==> src/rtl/seq_det_pkg.sv <==
// ============================================================================
// Module : seq_det_pkg
// Brief  : Shared definitions for the parameterised serial sequence detector:
//          detection-mode encodings and the fill-counter width helper.
// Rev    : 1.0  initial release
// ============================================================================
`default_nettype none

package seq_det_pkg;

  // Detection mode, driven on the 'mode' input of seq_detect_param.
  typedef enum logic {
    MODE_NONOVL = 1'b0,
    MODE_OVL    = 1'b1
  } det_mode_e;

  // Width of a counter that must hold 0..n-1 valid history bits.
  function automatic int fill_width(input int n);
    return (n <= 2) ? 1 : $clog2(n);
  endfunction

endpackage : seq_det_pkg

`default_nettype wire

==> src/rtl/seq_detect_param_sat_counter.sv <==
// ============================================================================
// Module : sat_counter
// Brief  : Up-counter that sticks at its maximum value (2^CW-1).
// Ports  : clk    - clock, rising edge
//          reset  - synchronous active-high reset, clears the count
//          clr    - synchronous clear, takes priority over inc
//          inc    - increment request
//          cnt    - current count (CW bits)
// Rev    : 1.0  initial release
// ============================================================================
`default_nettype none

module sat_counter #(
  parameter int CW = 8
) (
  input  logic          clk,
  input  logic          reset,
  input  logic          clr,
  input  logic          inc,
  output logic [CW-1:0] cnt
);

  localparam logic [CW-1:0] C_CNT_MAX = {CW{1'b1}};

  logic [CW-1:0] cnt_q;
  logic [CW-1:0] cnt_d;

  always_comb begin
    cnt_d = cnt_q;
    if (clr) begin
      cnt_d = '0;
    end else if (inc && (cnt_q != C_CNT_MAX)) begin
      cnt_d = cnt_q + CW'(1);
    end
  end

  always_ff @(posedge clk) begin
    if (reset) begin
      cnt_q <= '0;
    end else begin
      cnt_q <= cnt_d;
    end
  end

  assign cnt = cnt_q;

endmodule : sat_counter

`default_nettype wire

==> src/rtl/seq_detect_param.sv <==
// ============================================================================
// Module : seq_detect_param
// Brief  : Serial pattern detector with runtime-loadable N-bit pattern and
//          selectable overlapping / non-overlapping detection. Mealy output.
// Ports  : clk        - clock, rising edge
//          reset      - synchronous active-high reset
//          x          - serial data bit, sampled when en=1
//          en         - x-valid qualifier; en=0 freezes all state
//          mode       - 0 non-overlapping, 1 overlapping
//          load       - strobe latching pattern_in (priority over en)
//          pattern_in - new pattern, oldest bit at MSB
//          z          - match flag, same cycle as the final pattern bit
//          match_cnt  - saturating match count (only with SEQ_DET_CNT_EN)
// Config : define SEQ_DET_CNT_EN to include match_cnt and its counter.
// Rev    : 1.0  initial release
// ============================================================================
`default_nettype none

module seq_detect_param
  import seq_det_pkg::*;
#(
  parameter int           N           = 3,
  parameter int           CW          = 8,
  parameter logic [N-1:0] RST_PATTERN = 3'b101
) (
  input  logic         clk,
  input  logic         reset,
  input  logic         x,
  input  logic         en,
  input  logic         mode,
  input  logic         load,
  input  logic [N-1:0] pattern_in,
  output logic         z
`ifdef SEQ_DET_CNT_EN
  ,
  output logic [CW-1:0] match_cnt
`endif
);

  localparam int             FW          = fill_width(N);
  localparam logic [FW-1:0]  C_FILL_FULL = FW'(N - 1);

  logic [N-1:0]  pat_q,  pat_d;
  logic [N-2:0]  hist_q, hist_d;
  logic [FW-1:0] fill_q, fill_d;

  logic [N-1:0]  window;
  logic          match;

  // The current bit completes the window; history supplies the older N-1.
  assign window = {hist_q, x};
  assign match  = en & ~load & (fill_q == C_FILL_FULL) & (window == pat_q);

  // Gate with reset so nothing is flagged on a cycle whose state is discarded.
  assign z = match & ~reset;

  always_comb begin
    pat_d  = pat_q;
    hist_d = hist_q;
    fill_d = fill_q;
    if (load) begin
      pat_d  = pattern_in;
      hist_d = '0;
      fill_d = '0;
    end else if (en) begin
      if (match && (det_mode_e'(mode) == MODE_NONOVL)) begin
        // Consume the whole match: next detection needs N fresh bits.
        hist_d = '0;
        fill_d = '0;
      end else begin
        // Overlapping matches also shift, so the suffix can start a new match.
        hist_d = window[N-2:0];
        fill_d = (fill_q == C_FILL_FULL) ? C_FILL_FULL : fill_q + FW'(1);
      end
    end
  end

  always_ff @(posedge clk) begin
    if (reset) begin
      pat_q  <= RST_PATTERN;
      hist_q <= '0;
      fill_q <= '0;
    end else begin
      pat_q  <= pat_d;
      hist_q <= hist_d;
      fill_q <= fill_d;
    end
  end

`ifdef SEQ_DET_CNT_EN
  sat_counter #(
    .CW (CW)
  ) u_sat_counter (
    .clk   (clk),
    .reset (reset),
    .clr   (load),
    .inc   (z),
    .cnt   (match_cnt)
  );
`endif

endmodule : seq_detect_param

`default_nettype wire

==> config.mk <==
export PLATFORM = sky130hd
export DESIGN_NAME = seq_detect_param
export DESIGN_NICKNAME = d
export VERILOG_FILES = /design/src/rtl/seq_det_pkg.sv /design/src/rtl/seq_detect_param_sat_counter.sv /design/src/rtl/seq_detect_param.sv
export SDC_FILE = /design/constraint.sdc
export NUM_CORES = 1
export LEC_CHECK = 0
export BUFFER_PORTS_ARGS = -buffer_cell sky130_fd_sc_hd__buf_2
export CORE_AREA = 2 2 39 41
export DETAILED_ROUTE_END_ITERATION = 8
export DIE_AREA = 0 0 41 43
export SYNTH_ARGS = -nofsm -noshare
export SYNTH_HDL_FRONTEND = slang
export SYNTH_SLANG_ARGS = --single-unit
==> constraint.sdc <==
create_clock -name clk -period 1.1 [get_ports clk]
set_input_delay 0 -clock clk [delete_from_list [all_inputs] [get_ports clk]]
set_output_delay 0 -clock clk [all_outputs]
set_load 0.02 [all_outputs]
[Word-level counts from Yosys, hierarchy flattened]
Index checks and enable logic that the tools add are counted.
Word-level totals
  output and inout port bits: 1
  flip-flop bits (word level): 7
Cells by class
  eq/ne operators: 2
  mux-type cells: 3
  $add $sub $neg: 1
  reductions and logical operators: 2
  bitwise gates (word level): 7
Operators by type and width (number)
  2-bit two-way mux: 3
  1-bit AND: 4
  3-bit == test: 1
  1-bit inverter: 3
  2-bit by 1-bit adder with 2-bit output (second input constant): 1
  2-bit == test (second input constant): 1
  2-bit OR reduction: 1
  1-bit logical AND: 1

[Logic depth before layout (Yosys ltp)]
  word-level depth: 6
  mapped depth: 5

[Worst setup path before layout]
OpenSTA, ideal clock, no wires.
  path type: reg-to-reg
  start point: register fill_q[0]
  end point: register hist_q[0]
  clock period less this slack: 1076 ps
  required time: 1026 ps
  slack: 24 ps
  stages on the path, launching flop included: 6
  arrival: 1002 ps
  buffers on the path: 0
  cells stage by stage: dfxtp_1 -> inv_1 -> ha_1 -> nor2b_1 -> and4_1 -> o21ai_0
On the way
  longest elaborated chain between the ends: 5
RTL lines
  from (decl): RTL line seq_detect_param.sv:45  | logic [FW-1:0] fill_q, fill_d;
  from (signal assigned): RTL line seq_detect_param.sv:86  | fill_q <= fill_d;
  2-bit == test: RTL line seq_detect_param.sv:52  | assign match = en & ~load & (fill_q == C_FILL_FULL) & (window == pat_q);
  1-bit AND (2 in series): RTL line seq_detect_param.sv:52
  1-bit logical AND: RTL line seq_detect_param.sv:66  | if (match && (det_mode_e'(mode) == MODE_NONOVL)) begin
  2-bit two-way mux: RTL line seq_detect_param.sv:66
  to (signal assigned): RTL line seq_detect_param.sv:85  | hist_q <= hist_d;
  to (decl): RTL line seq_detect_param.sv:44  | logic [N-2:0] hist_q, hist_d;
Every way passes these cells.
A chain may end at the register's enable or synchronous reset.

[Final worst setup path]
  start point: register hist_q[0]
  end point: output port z
On the way
  longest elaborated chain between the ends: 3
RTL lines
  3-bit == test: RTL line seq_detect_param.sv:52
  1-bit AND: RTL line seq_detect_param.sv:52
  1-bit AND: RTL line seq_detect_param.sv:55  | assign z = match & ~reset;
  to (decl): RTL line seq_detect_param.sv:33  | output logic z
Every way passes these cells.

==> key figures <==
Drt
  • # DRC: 0
  • Routed via count: 349
  • Drt first pass iters: 4
  • Total Routed Length: 834 um
  • ANT nets after route: 0
  • Vias per cell: between 4 and 5
  • DR iter-0 viols: 3
  • Wire per inst: 10.83 um

Clock tree
  • CTS tree: done
  • Root buf cell: clkbuf_4
  • Reg clk slew, reported paths: roughly 0.050 ns
  • CTS buffer count: 3
  • Sink Count: 7
  • Htree depth: 1
  • Maximum buffer depth of the clock tree: 2
  • Clk_lat worst skew: between 0.2 and 0.3 ns

Power
  • PD cells: about 1000 nW/um^2
  • P_leak: between 0.2 and 0.25 nW
  • Peak supply drop: approximately 0.34 mV

Worst setup path
  • Register-to-Register Path Depth: 4
  • Worst path cell trace: xnor2_2 > nand3_1 > nor2_1 > buf_4
  • R2r startpoint: fill_q[0]$_SDFFE_PP0P_
  • Slowest cell delay on critical path: between 0.3 and 0.4 ns
  • Crit path buf inv count: 1
  • Flop2flop setup slack: 0 ns
  • Critical path's slowest cell: dfxtp_2
  • Critical path type: flop to output port
  • R2R Path End: fill_q[0]$_SDFFE_PP0P_
  • Worst setup SP type: flop
  • Crit end category: output port
  • CP Depth: 4
  • Critical Path AT: 1.11 ns
  • Critical Path RT: about 1.1 ns
  • CP Max Fanout: 2
  • Crit-path leading delay family: flip-flops

Placement
  • Placed instance count: 66
  • HPWL Detailed: approximately 550 um
  • GPL Wtd Cong: 0.6395
  • Port Buffers: 9

Synth
  • Unique masters post-synth: 18
  • Synth top area cells: dfxtp_1, nand2_1, xnor2_1
  • Cell taking the most area after synthesis: dfxtp_1
  • Syn Inst Count: 40
  • Synthesized area per cell: about 9 sq um
  • Flops & latches, synth: 7
  • Synth top cells by count: nand2_1, dfxtp_1, nor2b_1, xnor2_1
  • Synth top area share: around two fifths
  • Yosys warning total: 0
  • Sequential area share after synthesis: 38.89%
  • Top FF cell, synth: dfxtp_1
  • Synthesized area: around 360 sq um
  • Post-synth EDFFs: 0
  • Fraction of registers with async set/reset: 0%
  • Mapped Nets: 51
  • Most frequent cell after synthesis: nand2_1

Timing
  • Worst-Margin Slew: between 0.3 and 0.4 ns
  • F_max: approximately 0.90 GHz
  • RSZ-0062 raised after global routing: yes
  • Tcrit/Tclk final: 100.5%
  • Worst Skew: 0.005573 ns
  • Final WS setup: -0.005414 ns
  • Endpoints failing hold: 0
  • Fin. max-slew vios: 0
  • Setup TNS: -0.007929 ns
  • Final Critical Period: between 1 and 1.5 ns
  • Max_slew headroom: between 70% and 80%
  • Final setup viols: 2

Floorplanning
  • Die ar.: about 1800 sq um
  • Row cnt: 14
  • Starting Density: 26.04%
  • Die H: ~43 um
  • I/O pin count: 10
  • Core area: 1384 sq um
  • Die W: about 41 um

Min path
  • Worst hold path type: input pin to flop
  • Hold worst-path end: fill_q[0]$_SDFFE_PP0P_
  • Hold Path Origin: en
  • Hold path cells: 3

Global route
  • Global-route wire length before repair: ~1.4 mm
  • Vias in the first global route: approximately 320
  • Remaining global-route overflow: 0
  • GRT Util Overall: approximately an eighth
  • Initial antenna violation count: 0
  • Largest net degree at the start of global routing: 9

Status
  • Outcome: finished with violations
  • Violated checks: setup timing

Finish
  • Ant diodes: 0
  • Fill cells: between 100 and 150
  • Fin cells: slightly below 80
  • Net count, final: between 70 and 80
  • Syn-to-layout area delta: 62.50%
  • Share of layout cells above drive strength 1: 54.10%

Run
  • Maxcap violations: 0
## kinds of logic after synthesis
| kind of cell | Yosys count | share of synthesized area (%) |
|---|---|---|
| compound gates | 6 | 11.46 |
| xor+xnor | 3 | 7.293 |
| fa+ha+maj | 2 | 6.943 |
| buf+inv | 3 | 5.209 |
| flops | 7 | 38.89 |
| mux | 1 | 2.778 |
| simple gates | 18 | 27.43 |
## how the worst max path moves through the flow
stage / start / end / slack, ns
CTS: pat_q[1]$_SDFFE_PP0P_ / z / -0.02
finish: hist_q[0]$_SDFFE_PP0P_ / z / -0.005
floorplan: fill_q[0]$_SDFFE_PP0P_ / hist_q[0]$_SDFFE_PP0P_ / 0.02
detailed placement: fill_q[0]$_SDFFE_PP0P_ / hist_q[0]$_SDFFE_PP0P_ / -0.06
global placement: fill_q[0]$_SDFFE_PP0P_ / hist_q[1]$_SDFFE_PP0P_ / -0.03
global route: hist_q[0]$_SDFFE_PP0P_ / z / -0.1
## per-stage QoR
step | instance area (sq um) | util (%) | power [mW] | hold slack, ns | setup WS [ns]
global route | 585.6 | 42.31 | 0.6521 | 0.03445 | -0.09513
global placement | 429.2 | 31.01 | 0.3418 | 0.2109 | -0.03057
finish | 585.6 | 42.31 | 0.6129 | 0.02758 | -0.005414
detailed placement | 429.2 | 31.01 | 0.3430 | 0.2143 | -0.05904
floorplan | 360.3 | - | 0.3170 | 0.07238 | 0.02373
CTS | 543.0 | 39.24 | 0.6122 | 0.02850 | -0.01789
## metal layers
layer / routed length [um] / global-route usage, % / vias to the layer above / share of wire, %
met5: 0 / 0 / - / 0
met4: 9 / 8.000 / 0 / 1.1
met3: 65 / 6.806 / 2 / 7.8
met2: 423 / 17.19 / 9 / 51
met1: 335 / 13.18 / 160 / 40
li1: - / - / 178 / -
## worst reg2reg max path: cells and delay by family, from the launching register on
family	cells	cell delay, ns
buffers and inverters	2	0.16
AO/OA/AOI/OAI	1	0.06
AND/OR/NAND/NOR	1	0.50
flip-flops	1	0.32
## flip-flops by register name, summed over array words and instances, names as in the netlist
signal / flops
pat_q: 3
fill_q: 2
hist_q: 2
## power breakdown
| part | internal [mW] | leakage [nW] | switching, mW |
|---|---|---|---|
| clock | 0.139 | 0.0150 | 0.0984 |
| sequential | 0.267 | 0.0589 | 0.0101 |
| combinational | 0.0597 | 0.167 | 0.0387 |
| total | 0.466 | 0.241 | 0.147 |
## final cells by class
class	count	area, sq um	area share [%]
clock buffer	4	26.28	4.487
inverter	2	7.507	1.282
tap	16	20.02	3.419
multi-input combinational	30	254.0	43.38
timing repair buffer	18	131.4	22.44
sequential	7	146.4	25.00
## layout by cell type (no fill, tap or decap), drive strengths merged
cell	n
or4	1
dlygate4sd3	5
ha	2
nor3b	1
nor2	2
nand2	8
and4	1
clkbuf	4
nor2b	3
a211o	2
inv	2
buf	13
nor3	1
nand3	1
dfxtp	7
o21ai	4
xnor2	3
mux2i	1
## what timing repair did
action | 4_1_cts | 5_1_grt
gates cloned | 0 | 0
setup endpoints to repair | 5 | 5
pin swaps | 2 | 7
gates resized for setup | 12 | 8
hold buffers | 5 | 0
endpoints found under the hold margin | 4 | 0
buffers inserted | 0 | 2
Note: power is estimated with default switching activity, not from simulation.
